===== src/rtl/hexdisp_pkg.sv =====
// hexdisp_pkg
//   Shared definitions for the register-data hex display:
//   - NUM_DIGITS    : number of multiplexed seven-segment digits
//   - hexdisp_state_e: per-slot scan state (blank gap, then drive)
//   - HEX_FONT      : 16-entry active-low font, bit order {g,f,e,d,c,b,a}
package hexdisp_pkg;

  localparam int NUM_DIGITS = 8;

  typedef enum logic {
    ST_BLANK = 1'b0,
    ST_DRIVE = 1'b1
  } hexdisp_state_e;

  // Active-low segment patterns {g,f,e,d,c,b,a} for 0..F (b and d are lower case)
  localparam logic [6:0] HEX_FONT [16] = '{
    7'b1000000,  // 0
    7'b1111001,  // 1
    7'b0100100,  // 2
    7'b0110000,  // 3
    7'b0011001,  // 4
    7'b0010010,  // 5
    7'b0000010,  // 6
    7'b1111000,  // 7
    7'b0000000,  // 8
    7'b0010000,  // 9
    7'b0001000,  // A
    7'b0000011,  // b
    7'b1000110,  // C
    7'b0100001,  // d
    7'b0000110,  // E
    7'b0001110   // F
  };

endpackage


===== src/rtl/hex_to_seg.sv =====
// hex_to_seg
//   Combinational nibble to seven-segment font lookup.
//   Ports:
//     nibble  in  4  hex value 0..F
//     seg     out 7  active-low segments {g,f,e,d,c,b,a}
module hex_to_seg
  import hexdisp_pkg::*;
(
  input  logic [3:0] nibble,
  output logic [6:0] seg
);

  assign seg = HEX_FONT[nibble];

endmodule


===== src/rtl/regdata_hex_display.sv =====
// regdata_hex_display
//   Scans a 32-bit register word onto an 8-digit multiplexed seven-segment
//   display as hex. A snapshot of the input is taken once per frame (at the
//   digit index wrap 7->0) so a frame never shows a mix of old and new data.
//   Each digit slot starts with BLANK_CYCLES cycles of all digits off to
//   suppress ghosting, then drives the current digit for the rest of the slot.
//
//   Parameters:
//     CLK_HZ        input clock frequency
//     DIGIT_HZ      per-digit refresh rate; slot length DIV = CLK_HZ/DIGIT_HZ (>= 2)
//     BLANK_CYCLES  blank cycles at the start of each slot (< DIV)
//
//   Ports:
//     clk_clk                in  1   system clock
//     reset_reset_n          in  1   asynchronous active-low reset
//     registerdata_readdata  in  32  value to display
//     freeze                 in  1   high: snapshot holds at frame wrap; lights dp on digit 0
//     seg_n                  out 7   active-low segments {g,f,e,d,c,b,a}
//     dp_n                   out 1   active-low decimal point
//     digit_n                out 8   active-low digit enables, bit 0 = rightmost
//     frame_tick             out 1   one-cycle pulse on each frame wrap
//
//   Build option:
//     HEXDISP_LZB_EN  when defined, digits above the most significant non-zero
//                     nibble stay dark (digit 0 is always shown).
module regdata_hex_display
  import hexdisp_pkg::*;
#(
  parameter int CLK_HZ       = 50_000_000,
  parameter int DIGIT_HZ     = 1000,
  parameter int BLANK_CYCLES = 16
) (
  input  logic        clk_clk,
  input  logic        reset_reset_n,
  input  logic [31:0] registerdata_readdata,
  input  logic        freeze,
  output logic [6:0]  seg_n,
  output logic        dp_n,
  output logic [7:0]  digit_n,
  output logic        frame_tick
);

  localparam int DIV   = CLK_HZ / DIGIT_HZ;
  localparam int CNT_W = (DIV > 2) ? $clog2(DIV) : 1;
  localparam int IDX_W = $clog2(NUM_DIGITS);

  localparam logic [CNT_W-1:0] CNT_LAST   = CNT_W'(DIV - 1);
  localparam logic [CNT_W-1:0] BLANK_LAST = CNT_W'(BLANK_CYCLES - 1);
  localparam logic [IDX_W-1:0] IDX_LAST   = IDX_W'(NUM_DIGITS - 1);

  generate
    if (DIV < 2) begin : g_bad_div
      $error("regdata_hex_display: CLK_HZ/DIGIT_HZ must be at least 2");
    end
    if (BLANK_CYCLES >= DIV) begin : g_bad_blank
      $error("regdata_hex_display: BLANK_CYCLES must be less than CLK_HZ/DIGIT_HZ");
    end
  endgenerate

  logic [CNT_W-1:0] cnt_reg;
  logic [IDX_W-1:0] idx_reg;
  hexdisp_state_e   state_reg;
  logic [31:0]      snap_reg;
  logic [6:0]       seg_n_reg;
  logic             dp_n_reg;
  logic [7:0]       digit_n_reg;
  logic             frame_tick_reg;

  logic [3:0]       nibbles [NUM_DIGITS];
  logic [NUM_DIGITS-1:0] digit_lit;
  logic [3:0]       cur_nibble;
  logic [6:0]       cur_seg;
  logic             show;
  logic [6:0]       seg_n_next;
  logic             dp_n_next;
  logic [7:0]       digit_n_next;

  // Split the snapshot into per-digit nibbles and decide which digits light.
  genvar gi;
  generate
    for (gi = 0; gi < NUM_DIGITS; gi++) begin : g_digit
      assign nibbles[gi] = snap_reg[4*gi +: 4];
`ifdef HEXDISP_LZB_EN
      // A digit lights if it or any more significant nibble is non-zero;
      // digit 0 always lights so zero reads as a single "0".
      if (gi == 0) begin : g_lsd
        assign digit_lit[gi] = 1'b1;
      end else begin : g_upper
        assign digit_lit[gi] = |snap_reg[31:4*gi];
      end
`else
      assign digit_lit[gi] = 1'b1;
`endif
    end
  endgenerate

  assign cur_nibble = nibbles[idx_reg];

  hex_to_seg u_hex_to_seg (
    .nibble (cur_nibble),
    .seg    (cur_seg)
  );

  // Output values derived from the current state; registered below, so pins
  // follow the state/index one cycle after each transition.
  always_comb begin
    show         = (state_reg == ST_DRIVE) && digit_lit[idx_reg];
    digit_n_next = 8'hFF;
    seg_n_next   = 7'h7F;
    dp_n_next    = 1'b1;
    if (show) begin
      digit_n_next = ~(NUM_DIGITS'(1) << idx_reg);
      seg_n_next   = cur_seg;
      dp_n_next    = !((idx_reg == '0) && freeze);
    end
  end

  always_ff @(posedge clk_clk or negedge reset_reset_n) begin
    if (!reset_reset_n) begin
      cnt_reg        <= '0;
      idx_reg        <= '0;
      state_reg      <= ST_BLANK;
      snap_reg       <= '0;
      seg_n_reg      <= 7'h7F;
      dp_n_reg       <= 1'b1;
      digit_n_reg    <= 8'hFF;
      frame_tick_reg <= 1'b0;
    end else begin
      frame_tick_reg <= 1'b0;
      if (cnt_reg == CNT_LAST) begin
        // End of slot: next digit, back to the blank gap.
        cnt_reg   <= '0;
        idx_reg   <= idx_reg + 1'b1;
        state_reg <= (BLANK_CYCLES == 0) ? ST_DRIVE : ST_BLANK;
        if (idx_reg == IDX_LAST) begin
          frame_tick_reg <= 1'b1;
          if (!freeze) begin
            snap_reg <= registerdata_readdata;
          end
        end
      end else begin
        cnt_reg <= cnt_reg + 1'b1;
        if ((state_reg == ST_BLANK) && ((BLANK_CYCLES == 0) || (cnt_reg == BLANK_LAST))) begin
          state_reg <= ST_DRIVE;
        end
      end
      seg_n_reg   <= seg_n_next;
      dp_n_reg    <= dp_n_next;
      digit_n_reg <= digit_n_next;
    end
  end

  assign seg_n      = seg_n_reg;
  assign dp_n       = dp_n_reg;
  assign digit_n    = digit_n_reg;
  assign frame_tick = frame_tick_reg;

endmodule


===== config.mk =====
export PLATFORM = sky130hd
export DESIGN_NAME = regdata_hex_display
export DESIGN_NICKNAME = d
export VERILOG_FILES = /design/src/rtl/hexdisp_pkg.sv /design/src/rtl/hex_to_seg.sv /design/src/rtl/regdata_hex_display.sv
export SDC_FILE = /design/constraint.sdc
export NUM_CORES = 1
export LEC_CHECK = 0
export CAP_MARGIN = 0
export CORE_MARGIN = 8
export CORE_UTILIZATION = 57
export DETAILED_ROUTE_END_ITERATION = 6
export PLACE_DENSITY = 0.84
export SETUP_SLACK_MARGIN = 0.02
export SLEW_MARGIN = 20
export SYNTH_ARGS = -nofsm -noshare
export SYNTH_HDL_FRONTEND = slang
export SYNTH_SLANG_ARGS = --single-unit

===== constraint.sdc =====
create_clock -name clk_clk -period 4.2 [get_ports clk_clk]
set_input_delay 0.63 -clock clk_clk [delete_from_list [all_inputs] [get_ports clk_clk]]
set_output_delay 0.63 -clock clk_clk [all_outputs]
set_load 0.005 [all_outputs]

==> results of run 1 <==
routing by layer:
metal / up-vias / share of wire [%] / global-route usage, %
met5: - / 0 / 0
met4: 0 / 1.8 / 6.31
met3: 10 / 7.3 / 7.09
met2: 67 / 45 / 23.5
met1: 978 / 46 / 20.9
li1: 993 / - / -
power groups by stage:
stage / registers [uW] / clock network, uW / logic (uW)
final: 701 / 479 / 106
after global routing: 704 / 517 / 118
after CTS: 701 / 488 / 108
after detailed placement: 713 / 0 / 107
after global placement: 713 / 0 / 104
after floorplan: 711 / 0 / 41.8
final timing paths:
check	endpoint	cells after the start	from	slack (ps)
worst max-delay path	seg_n[4]	8	idx_reg[0]	1210
worst min-delay path	snap_reg[2]	1	reset_reset_n	300
worst max register to register	seg_n[4]	8	idx_reg[0]	1210
worst min register to register	cnt_reg[0]	1	cnt_reg[0]	490
max in group asynchronous	dp_n	2	reset_reset_n	2950
min in group clk_clk	cnt_reg[0]	1	cnt_reg[0]	490
stage by stage:
step / instance area (sq um) / total power (uW) / util (%) / hold WS (ps) / instances
6_report: 3970 / 1290 / 72.0 / 304 / 383
3_5_place_dp: 3790 / 820 / 68.9 / 481 / 367
5_1_grt: 3970 / 1340 / 72.0 / 346 / 383
2_1_floorplan: 3270 / 752 / - / 334 / 252
4_1_cts: 3970 / 1300 / 72.0 / 324 / 383
3_3_place_gp: 3790 / 817 / 68.9 / 471 / 367
critical path: stages (launching register included):
cell	delay, ps
dfrtp_1	740
mux4_1	620
mux2i_1	500
inv_1	180
ha_1	260
inv_1	80
nor2_1	70
o21ai_0	250
o311ai_1	180
kinds of logic after synthesis:
family,share of synthesized area [%]
buf+inv,3.68
fa+ha+maj,4.98
flops,53.5
simple gates,10.6
compound gates,3.37
xor+xnor,4.02
mux,19.8
cell usage after synthesis (4+ instances only):
library cell and instances:
dfrtp_1 53, mux2_2 31, nand3_1 19, nor2_1 18, dfstp_2 16, nand2_1 15
ha_1 13, mux2i_1 10, inv_1 9, xor2_1 8, xnor2_1 7, buf_6 5
mux4_1 5, o21ai_0 5, nor2b_1 4
cell type report:
cell class	instances	area, sq um
flip-flops and latches	69	1750
multi-input cells	163	1400
clock buffers	14	163
repair buffers	53	520
clock inverters	2	10.0
well taps	72	90.1
inverters	10	37.5
fillers	367	1540
==> qor_table.md, run 1 <==
| Stage | Result | Reported |
|---|---|---|
| clocking | CTS Root Cell | clkbuf_8 |
| sta | Fin worst setup slack | 1210 ps |
| finish | Max FFs per register | 32 |
| floorplan | Die span in y | 91.7 um |
| sta | Worst relative slew slack | 38.7% |
| global route | Combined global-route utilization of all metal layers | 16.2% |
| clocking | CTS tree | built |
| route | Number of design-rule violations left by the first detailed-router iteration | 119 |
| critical path | Largest fanout on the critical path | 13 |
| sta | Highest clock frequency the design can meet | 334 MHz |
| sta | Pins over their slew limit | 0 |
| sta | Setup repair after global routing missed its margin | no |
| finish | Net total in the final layout | 354 |
| sta | Finish-stage setup viols | 0 |
| clocking | Sinks on Clock Net | 69 |
| yosys | Register bit total from synthesis | 69 |
| clocking | Buffer levels on the longest clock path | 2 |
| finish | Area overhead of the layout relative to synthesis | 21.5% |
| yosys | Count of flip-flops with a built-in enable after synthesis | 0 |
| clocking | Insertion delay to the later sink of the worst-skew pair | 340 ps |
| clocking | Gates resized, CTS repair | 0 |
| finish | Layout cells sized above 1 | 22.8% |
| power and ir drop | Sequential power share | 54.5% |
| route | Total wire length after detailed routing | 6180 um |
| power and ir drop | Largest vdd supply drop | 217 uV |
| sta | Setup skew after layout | 9.26 ps |
| power and ir drop | Total net switching power | 285 uW |
| hold path | Type of the most critical hold path | primary input to async pin |
| route | Detailed-route wire length per cell | 16.1 um |
| yosys | Syn Area/Cell | 13.0 sq um |
| yosys | Post-synth top area cell | dfrtp_1 |
| critical path | Crit path kind | register to register |
| sta | Final sum of negative setup slack | 0 ps |
| place | Post-detailed-placement half-perimeter wirelength | 4480 um |
| yosys | Top cell type's share of synthesized area | 40.6% |
| yosys | Cell Area, Synth | 0.00327 sq mm |
| floorplan | Die Width | 91.7 um |
| clocking | TritonCTS buffer count | 9 |
| route | Antenna-violating nets left | 0 |
| route | DRC | 0 |
| yosys | Top post-synthesis cells by area | dfrtp_1, dfstp_2, mux2_2, ha_1, mux4_1 |
| global route | Via count of the first global-routing pass | 2218 |
| power and ir drop | Power density relative to cell area | 324 mW/mm^2 |
| power and ir drop | Total leakage power | 0.00177 uW |
| floorplan | Core area | 0.00551 sq mm |
| global route | Residual overflow from global routing | 0 |
| global route | Pin count of the biggest net entering global routing | 41 |
| sta | Ratio of final minimum period to clock period | 71.2% |
| yosys | Share of async-settable or async-resettable flops after synthesis | 100% |
| sta | Final Hold Violating Endpoints | 0 |
| global route | Wire length of the first global-routing pass | 10900 um |
| place | Post-Place Setup Slack | 1300 ps |
| yosys | Number of standard cells after synthesis | 252 |
| clocking | Hold-fix buffer count after cts | 0 |
| critical path | Critical Path Source Type | register |
| clocking | Clk pin slew, worst setup/hold paths | 70 ps |
| route | Routed vias | 2048 |
| yosys | Sequential share of the synthesized area | 53.5% |
| critical path | Data required time of the worst path | 4430 ps |
| yosys | Top_reg_cell synth | dfrtp_1 |
| yosys | Post-synthesis net count | 300 |
| finish | Most common library cell in the layout ignoring fill and taps | dfrtp_1 |
| place | Final weighted congestion in routability-driven placement | 0.857 |
| sta | Post-route minimum period | 2990 ps |
| floorplan | Area of the die | 0.00841 sq mm |
| finish | Most used cells in the layout excluding fill and tap cells | dfrtp_1, clkdlybuf4s50_1, mux2_2 |
| yosys | Unique cell type count in the Yosys netlist | 38 |
| status | Result of the run | finished, final reports clean |
| power and ir drop | Cell internal pwr | 1000 uW |
| sta | Worst slew pin tran | 917 ps |
| critical path | Arrival time of the worst setup path | 3220 ps |
| critical path | Kind of capture point of the worst setup path | register |
| floorplan | Number of rows in the core area | 27 |
| power and ir drop | Sw frac | 22.1% |
| floorplan | Starting Density | 59.3% |
| route | Via density per instance | 5.35 |
| power and ir drop | Power share of the combinational group | 8.3% |
| clocking | H-tree depth | 3 |
| yosys | Ys Warns | 0 |
| run | Count of maximum capacitance violations | 0 |
| power and ir drop | Clock share of power | 37.2% |
| clocking | Setup Fix Bufs, Post-CTS | 0 |
| place | Count of buffers inserted at the top-level ports | 51 |
| global route | Number of antenna violations at the first check in global routing | 0 |
| route | First-pass detailed-route iteration total | 4 |
| floorplan | I/O pins | 52 |
| finish | Antenna Diode Count | 0 |
Note: power is estimated with default switching activity, not from simulation.
==> run 2: changes to the inputs <==
--- a/config.mk
+++ b/config.mk
@@ -7,9 +7,9 @@
 export LEC_CHECK = 0
 export CAP_MARGIN = 0
 export CORE_MARGIN = 8
-export CORE_UTILIZATION = 57
+export CORE_UTILIZATION = 48
 export DETAILED_ROUTE_END_ITERATION = 6
-export PLACE_DENSITY = 0.84
+export PLACE_DENSITY = 0.76
 export SETUP_SLACK_MARGIN = 0.02
 export SLEW_MARGIN = 20
 export SYNTH_ARGS = -nofsm -noshare
==> constraint.sdc (replaced) <==
create_clock -name clk_clk -period 2.56 [get_ports clk_clk]
set_input_delay 0.384 -clock clk_clk [delete_from_list [all_inputs] [get_ports clk_clk]]
set_output_delay 0.384 -clock clk_clk [all_outputs]
set_load 0.005 [all_outputs]
==> qor_table.md, run 2 (synthesis gave the netlist of run 1 again) <==
| Stage | Result | Reported | Change |
|---|---|---|---|
| route | DRC | 0 | unchanged |
| critical path | Kind of capture point of the worst setup path | register |  |
| global route | Pin count of the biggest net entering global routing | 70 | +71% |
| route | Total wire length after detailed routing | 6250 um | +1.2% |
| floorplan | Number of rows in the core area | 30 | +11% |
| critical path | Arrival time of the worst setup path | 2650 ps | -570 ps |
| clocking | Insertion delay to the later sink of the worst-skew pair | 350 ps | about the same |
| finish | Layout cells sized above 1 | 25.2% | +2.4 points |
| floorplan | Starting Density | 48.9% | -10 points |
| floorplan | Core area | 0.00668 sq mm | +21% |
| floorplan | Die Width | 98.5 um | +7.4% |
| clocking | Clk pin slew, worst setup/hold paths | 80 ps | about the same |
| sta | Setup repair after global routing missed its margin | no |  |
| route | Detailed-route wire length per cell | 15.7 um | -2.4% |
| run | Count of maximum capacitance violations | 0 | unchanged |
| sta | Worst hold margin | 51.6 ps | -253 ps |
| floorplan | I/O pins | 52 | unchanged |
| critical path | Worst path max stage delay | 620 ps | -120 ps |
| sta | Pins over their slew limit | 0 | unchanged |
| floorplan | Area of the die | 0.00970 sq mm | +15% |
| finish | Most used cells in the layout excluding fill and tap cells | dfrtp_1, clkdlybuf4s50_1, mux2_2 |  |
| global route | Residual overflow from global routing | 0 | unchanged |
| global route | Wire length of the first global-routing pass | 10800 um | -0.57% |
| sta | Worst slew pin tran | 593 ps | -323 ps |
| clocking | Sinks on Clock Net | 69 | unchanged |
| clocking | Gates resized, CTS repair | 0 | unchanged |
| status | Result of the run | finished, final reports clean |  |
| power and ir drop | Power density relative to cell area | 610 mW/mm^2 | +88% |
| route | Via density per instance | 5.26 | -1.7% |
| floorplan | Die span in y | 98.5 um | +7.4% |
| global route | Combined global-route utilization of all metal layers | 13.9% | -2.3 points |
| critical path | Cell-by-cell listing of the critical path | mux4_1 -> mux2i_1 -> inv_1 -> ha_1 -> inv_1 -> nor2_1 -> o41a_1 |  |
| critical path | Crit-path slowest cell | mux4_1 |  |
| clocking | CTS tree | built |  |
| route | Number of design-rule violations left by the first detailed-router iteration | 84 | -29% |
| critical path | Data required time of the worst path | 2840 ps | -1590 ps |
| critical path | Buffers and inverters on the worst path | 2 | unchanged |
| place | Number of cells in the design after placement | 381 | +3.8% |
| clocking | CTS Root Cell | clkbuf_8 |  |
| clocking | Buffer levels on the longest clock path | 2 | unchanged |
| clocking | Setup Fix Bufs, Post-CTS | 0 | unchanged |
| critical path | Critical Path Source Type | register |  |
| sta | Finish-stage setup viols | 0 | unchanged |
| place | Post-detailed-placement half-perimeter wirelength | 4440 um | -0.80% |
| critical path | Cell seen most often among critical-path stages | inv_1 |  |
| place | Final weighted congestion in routability-driven placement | 0.764 | -11% |
| sta | Final Hold Violating Endpoints | 0 | unchanged |
| route | First-pass detailed-route iteration total | 4 | unchanged |
| sta | Final sum of negative setup slack | 0 ps | unchanged |
| critical path | Crit path kind | register to register |  |
| sta | Highest clock frequency the design can meet | 422 MHz | +26% |
| sta | Ratio of final minimum period to clock period | 92.6% | +21 points |
| finish | Post-layout util | 62.0% | -10 points |
| finish | Area overhead of the layout relative to synthesis | 26.9% |  |
| place | Count of buffers inserted at the top-level ports | 51 | unchanged |
| power and ir drop | Total leakage power | 0.00184 uW | +4.4% |
| sta | Worst relative slew slack | 60.1% | +21 points |
| critical path | Largest fanout on the critical path | 10 | -3 |
| finish | Max FFs per register | 32 | unchanged |
| critical path | CP delay by family, top | multiplexers |  |
| global route | Via count of the first global-routing pass | 2245 | +1.2% |
| finish | Non-filler instance count after layout | 397 | +3.7% |
| clocking | H-tree depth | 3 | unchanged |
| clocking | Hold-fix buffer count after cts | 0 | unchanged |
| sta | Setup skew after layout | 7.82 ps | -1.44 ps |
| global route | Number of antenna violations at the first check in global routing | 0 | unchanged |
| hold path | Type of the most critical hold path | primary input to async pin |  |
| power and ir drop | Largest vdd supply drop | 343 uV | +58% |
| route | Antenna-violating nets left | 0 | unchanged |
| finish | Antenna Diode Count | 0 | unchanged |
| route | Routed vias | 2087 | +1.9% |
| clocking | TritonCTS buffer count | 9 | unchanged |
| sta | Post-route minimum period | 2370 ps | -622 ps |
| finish | Net total in the final layout | 360 | +1.7% |
| finish | Most common library cell in the layout ignoring fill and taps | dfrtp_1 |  |
-- run 2: power by group --
part / leakage [uW] / total [uW] / switching, uW / internal [uW]
combinational: 0.000860 / 179 / 68.6 / 111
clock: 0.000130 / 1190 / 443 / 752
sequential: 0.000854 / 1150 / 17.3 / 1130
-- run 2: final cells by class --
| cell class | instances | area (sq um) |
|---|---|---|
| fillers | 526 | 2540 |
| flip-flops and latches | 69 | 1750 |
| multi-input cells | 163 | 1400 |
| repair buffers | 59 | 591 |
| clock inverters | 7 | 145 |
| clock buffers | 9 | 124 |
| well taps | 80 | 100 |
| inverters | 10 | 37.5 |
-- run 2: worst reg2reg max path, cell delays in order, from the launching register on --
cell and delay [ps]:
dfrtp_1 600, mux4_1 620, mux2i_1 190, inv_1 100, ha_1 210, inv_1 80, nor2_1 70, o41a_1 420
-- run 2: path summary, 6_finish.rpt --
kind,start,endpoint,slack [ps],cells after the start
setup / recovery,idx_reg[0],seg_n[0],190,7
hold / removal,reset_reset_n,cnt_reg[0],50,2
setup reg to reg,idx_reg[0],seg_n[0],190,7
hold reg to reg,cnt_reg[0],cnt_reg[0],490,1
max in group asynchronous,reset_reset_n,digit_n[1],2200,2
min in group clk_clk,cnt_reg[0],cnt_reg[0],490,1
-- run 2: per-layer routing --
layer  part of all wire, %  track usage [%]  routed length, um  vias to the layer above
met1                    50             18.3               3120                     1018
li1                      -                -                  -                     1009
met5                     0                0                  0                        -
met2                    44             20.4               2730                       51
met4                   1.6             6.02                 97                        0
met3                   4.8             4.72                303                        9
-- run 2: stage by stage --
stage	setup WS (ps)	area, sq um	power (uW)
3_3_place_gp	266	3870	1350
4_1_cts	178	4140	2550
5_1_grt	29.9	4140	2620
6_report	190	4140	2530
3_5_place_dp	197	3870	1350
2_1_floorplan	150	3270	1230
==> run 3: changes to the inputs <==
--- a/config.mk
+++ b/config.mk
@@ -7,9 +7,8 @@
 export LEC_CHECK = 0
 export CAP_MARGIN = 0
 export CORE_MARGIN = 8
-export CORE_UTILIZATION = 48
+export CORE_UTILIZATION = 30
 export DETAILED_ROUTE_END_ITERATION = 6
-export PLACE_DENSITY = 0.76
 export SETUP_SLACK_MARGIN = 0.02
 export SLEW_MARGIN = 20
 export SYNTH_ARGS = -nofsm -noshare
==> qor_table.md, run 3 (synthesis gave the netlist of run 1 again) <==
| Stage | Result | Reported | Change |
|---|---|---|---|
| critical path | Reg-to-reg startpoint | idx_reg[0] |  |
| place | Number of cells in the design after placement | 440 | +15% |
| clocking | Clk pin slew, worst setup/hold paths | 70 ps | about the same |
| global route | Wire length of the first global-routing pass | 11000 um | +2.1% |
| critical path | Worst path max stage delay | 590 ps | -30 ps |
| route | Antenna-violating nets left | 0 | unchanged |
| critical path | Kind of capture point of the worst setup path | register |  |
| global route | Via count of the first global-routing pass | 2193 | -2.3% |
| clocking | H-tree depth | 3 | unchanged |
| clocking | Hold-fix buffer count after cts | 0 | unchanged |
| clocking | Insertion delay to the later sink of the worst-skew pair | 350 ps | about the same |
| finish | Antenna Diode Count | 0 | unchanged |
| clocking | TritonCTS buffer count | 9 | unchanged |
| clocking | CTS tree | built |  |
| place | Final weighted congestion in routability-driven placement | 0.777 | +1.7% |
| sta | Worst slew pin tran | 712 ps | +118 ps |
| floorplan | Starting Density | 30.4% | -18 points |
| sta | Final Hold Violating Endpoints | 0 | unchanged |
| finish | FF+latch area | 0.00175 sq mm | unchanged |
| critical path | CP Launch Point | idx_reg[0] |  |
| finish | Post-layout util | 38.7% | -23 points |
| critical path | Critical Path Stages | 7 | unchanged |
| clocking | Setup Fix Bufs, Post-CTS | 0 | unchanged |
| route | Routed vias | 2049 | -1.8% |
| clocking | CTS Root Cell | clkbuf_8 |  |
| finish | Layout cells sized above 1 | 24.7% | -0.55 points |
| floorplan | Die span in y | 120 um | +22% |
| finish | Net total in the final layout | 359 | -0.28% |
| critical path | Crit path kind | register to register |  |
| finish | Combined area of the multi-input logic cells | 0.00140 sq mm | unchanged |
| clocking | Sinks on Clock Net | 69 | unchanged |
| critical path | Cell-by-cell listing of the critical path | mux4_1 -> mux2i_1 -> inv_1 -> ha_1 -> inv_1 -> nor2_1 -> o41a_1 |  |
| route | Detailed-route wire length per cell | 14.7 um | -6.7% |
| critical path | Buffers and inverters on the worst path | 2 | unchanged |
| place | Count of buffers inserted at the top-level ports | 51 | unchanged |
| critical path | Largest fanout on the critical path | 5 | -5 |
| status | Result of the run | finished, final reports clean |  |
| critical path | Worst Reg-to-Reg Cells | 7 | unchanged |
| sta | Setup skew after layout | 9.37 ps | +1.55 ps |
| clocking | Gates resized, CTS repair | 0 | unchanged |
| route | First-pass detailed-route iteration total | 4 | unchanged |
| critical path | Critical Path End | seg_n[0] |  |
| global route | Pin count of the biggest net entering global routing | 41 | -41% |
| critical path | Arrival time of the worst setup path | 2560 ps | -90 ps |
| finish | Non-filler instance count after layout | 456 | +15% |
| critical path | Critical Path Source Type | register |  |
| route | DRC | 0 | unchanged |
| route | Total wire length after detailed routing | 6700 um | +7.2% |
| critical path | Reg-to-reg critical path endpoint | seg_n[0] |  |
| global route | Number of antenna violations at the first check in global routing | 0 | unchanged |
| hold path | Type of the most critical hold path | primary input to async pin |  |
| power and ir drop | Largest vdd supply drop | 200 uV | -42% |
| clocking | Buffer levels on the longest clock path | 2 | unchanged |
| global route | Residual overflow from global routing | 0 | unchanged |
| critical path | Cell seen most often among critical-path stages | inv_1 |  |
| sta | Final sum of negative setup slack | 0 ps | unchanged |
| critical path | Reg-to-reg slack, setup | 260 ps | +70 ps |
| sta | Pins over their slew limit | 0 | unchanged |
| place | Post-detailed-placement half-perimeter wirelength | 5030 um | +13% |
| floorplan | Core area | 0.0107 sq mm | +61% |
| sta | Ratio of final minimum period to clock period | 89.9% | -2.7 points |
| critical path | Data required time of the worst path | 2820 ps | -20 ps |
| floorplan | Area of the die | 0.0145 sq mm | +49% |
| sta | Post-route minimum period | 2300 ps | -69.4 ps |
| critical path | Crit-path slowest cell | mux4_1 |  |
| route | Number of design-rule violations left by the first detailed-router iteration | 67 | -20% |
| sta | Setup repair after global routing missed its margin | no |  |
| finish | Area overhead of the layout relative to synthesis | 27.2% |  |
| finish | Most used cells in the layout excluding fill and tap cells | dfrtp_1, clkdlybuf4s50_1, mux2_2 |  |
| finish | Max FFs per register | 32 | unchanged |
| sta | Highest clock frequency the design can meet | 435 MHz | +3.0% |
| finish | Final-layout fill cell count | 1086 | +110% |
| floorplan | Die Width | 120 um | +22% |
| floorplan | I/O pins | 52 | unchanged |
| sta | Worst relative slew slack | 52.6% | -7.5 points |
| power and ir drop | Total leakage power | 0.00181 uW | -1.6% |
| power and ir drop | Power density relative to cell area | 550 mW/mm^2 | -9.8% |
| critical path | CP delay by family, top | multiplexers |  |
| global route | Combined global-route utilization of all metal layers | 9.69% | -4.3 points |
| finish | Most common library cell in the layout ignoring fill and taps | dfrtp_1 |  |
| run | Count of maximum capacitance violations | 0 | unchanged |
| sta | Finish-stage setup viols | 0 | unchanged |
| route | Via density per instance | 4.49 | -15% |
| floorplan | Number of rows in the core area | 38 | +27% |
run 3: cell count changes in the layout (fill, tap and decap cells not counted), sizes merged:
cell and delta:
clkinv +4, inv -2, bufinv -2, buf -1
run 3: worst min-delay path by stage:
stage          slack [ps]     startpoint          to
2_1_floorplan          90  reset_reset_n  cnt_reg[0]
3_3_place_gp          470  reset_reset_n  cnt_reg[2]
3_5_place_dp          470  reset_reset_n  cnt_reg[0]
4_1_cts               100  reset_reset_n  cnt_reg[7]
5_1_grt               130  reset_reset_n  cnt_reg[0]
6_report               90  reset_reset_n  cnt_reg[0]
run 3: cell type report:
cell class	count	share of cell area [%]
tap	140	4.22
sequential	69	42.0
clock inverter	7	2.17
multi-input combinational	163	33.7
inverter	10	0.903
clock buffer	9	2.98
timing repair buffer	58	14.0
run 3: metal layers:
| metal | vias up | track usage [%] | wire length, um |
|---|---|---|---|
| met1 | 986 | 12.1 | 3100 |
| li1 | 1003 | - | - |
| met2 | 50 | 15.0 | 3150 |
| met5 | - | 0 | 0 |
| met4 | 0 | 4.68 | 114 |
| met3 | 10 | 2.98 | 329 |
run 3: stage by stage:
stage                     total power (uW)  area, sq um  hold slack (ps)  setup slack [ps]
after floorplan                       1230         3270             88.4               150
after global placement                1350         3940              468               347
after detailed placement              1360         3940              473               289
after CTS                             2320         4160              103               281
after global routing                  2380         4160              126               129
final                                 2280         4160             88.0               260
run 3: report_power, final:
group,switching [uW],internal (uW)
clock network,411,543
registers,16.7,1130
logic,69.7,111
total,497,1790
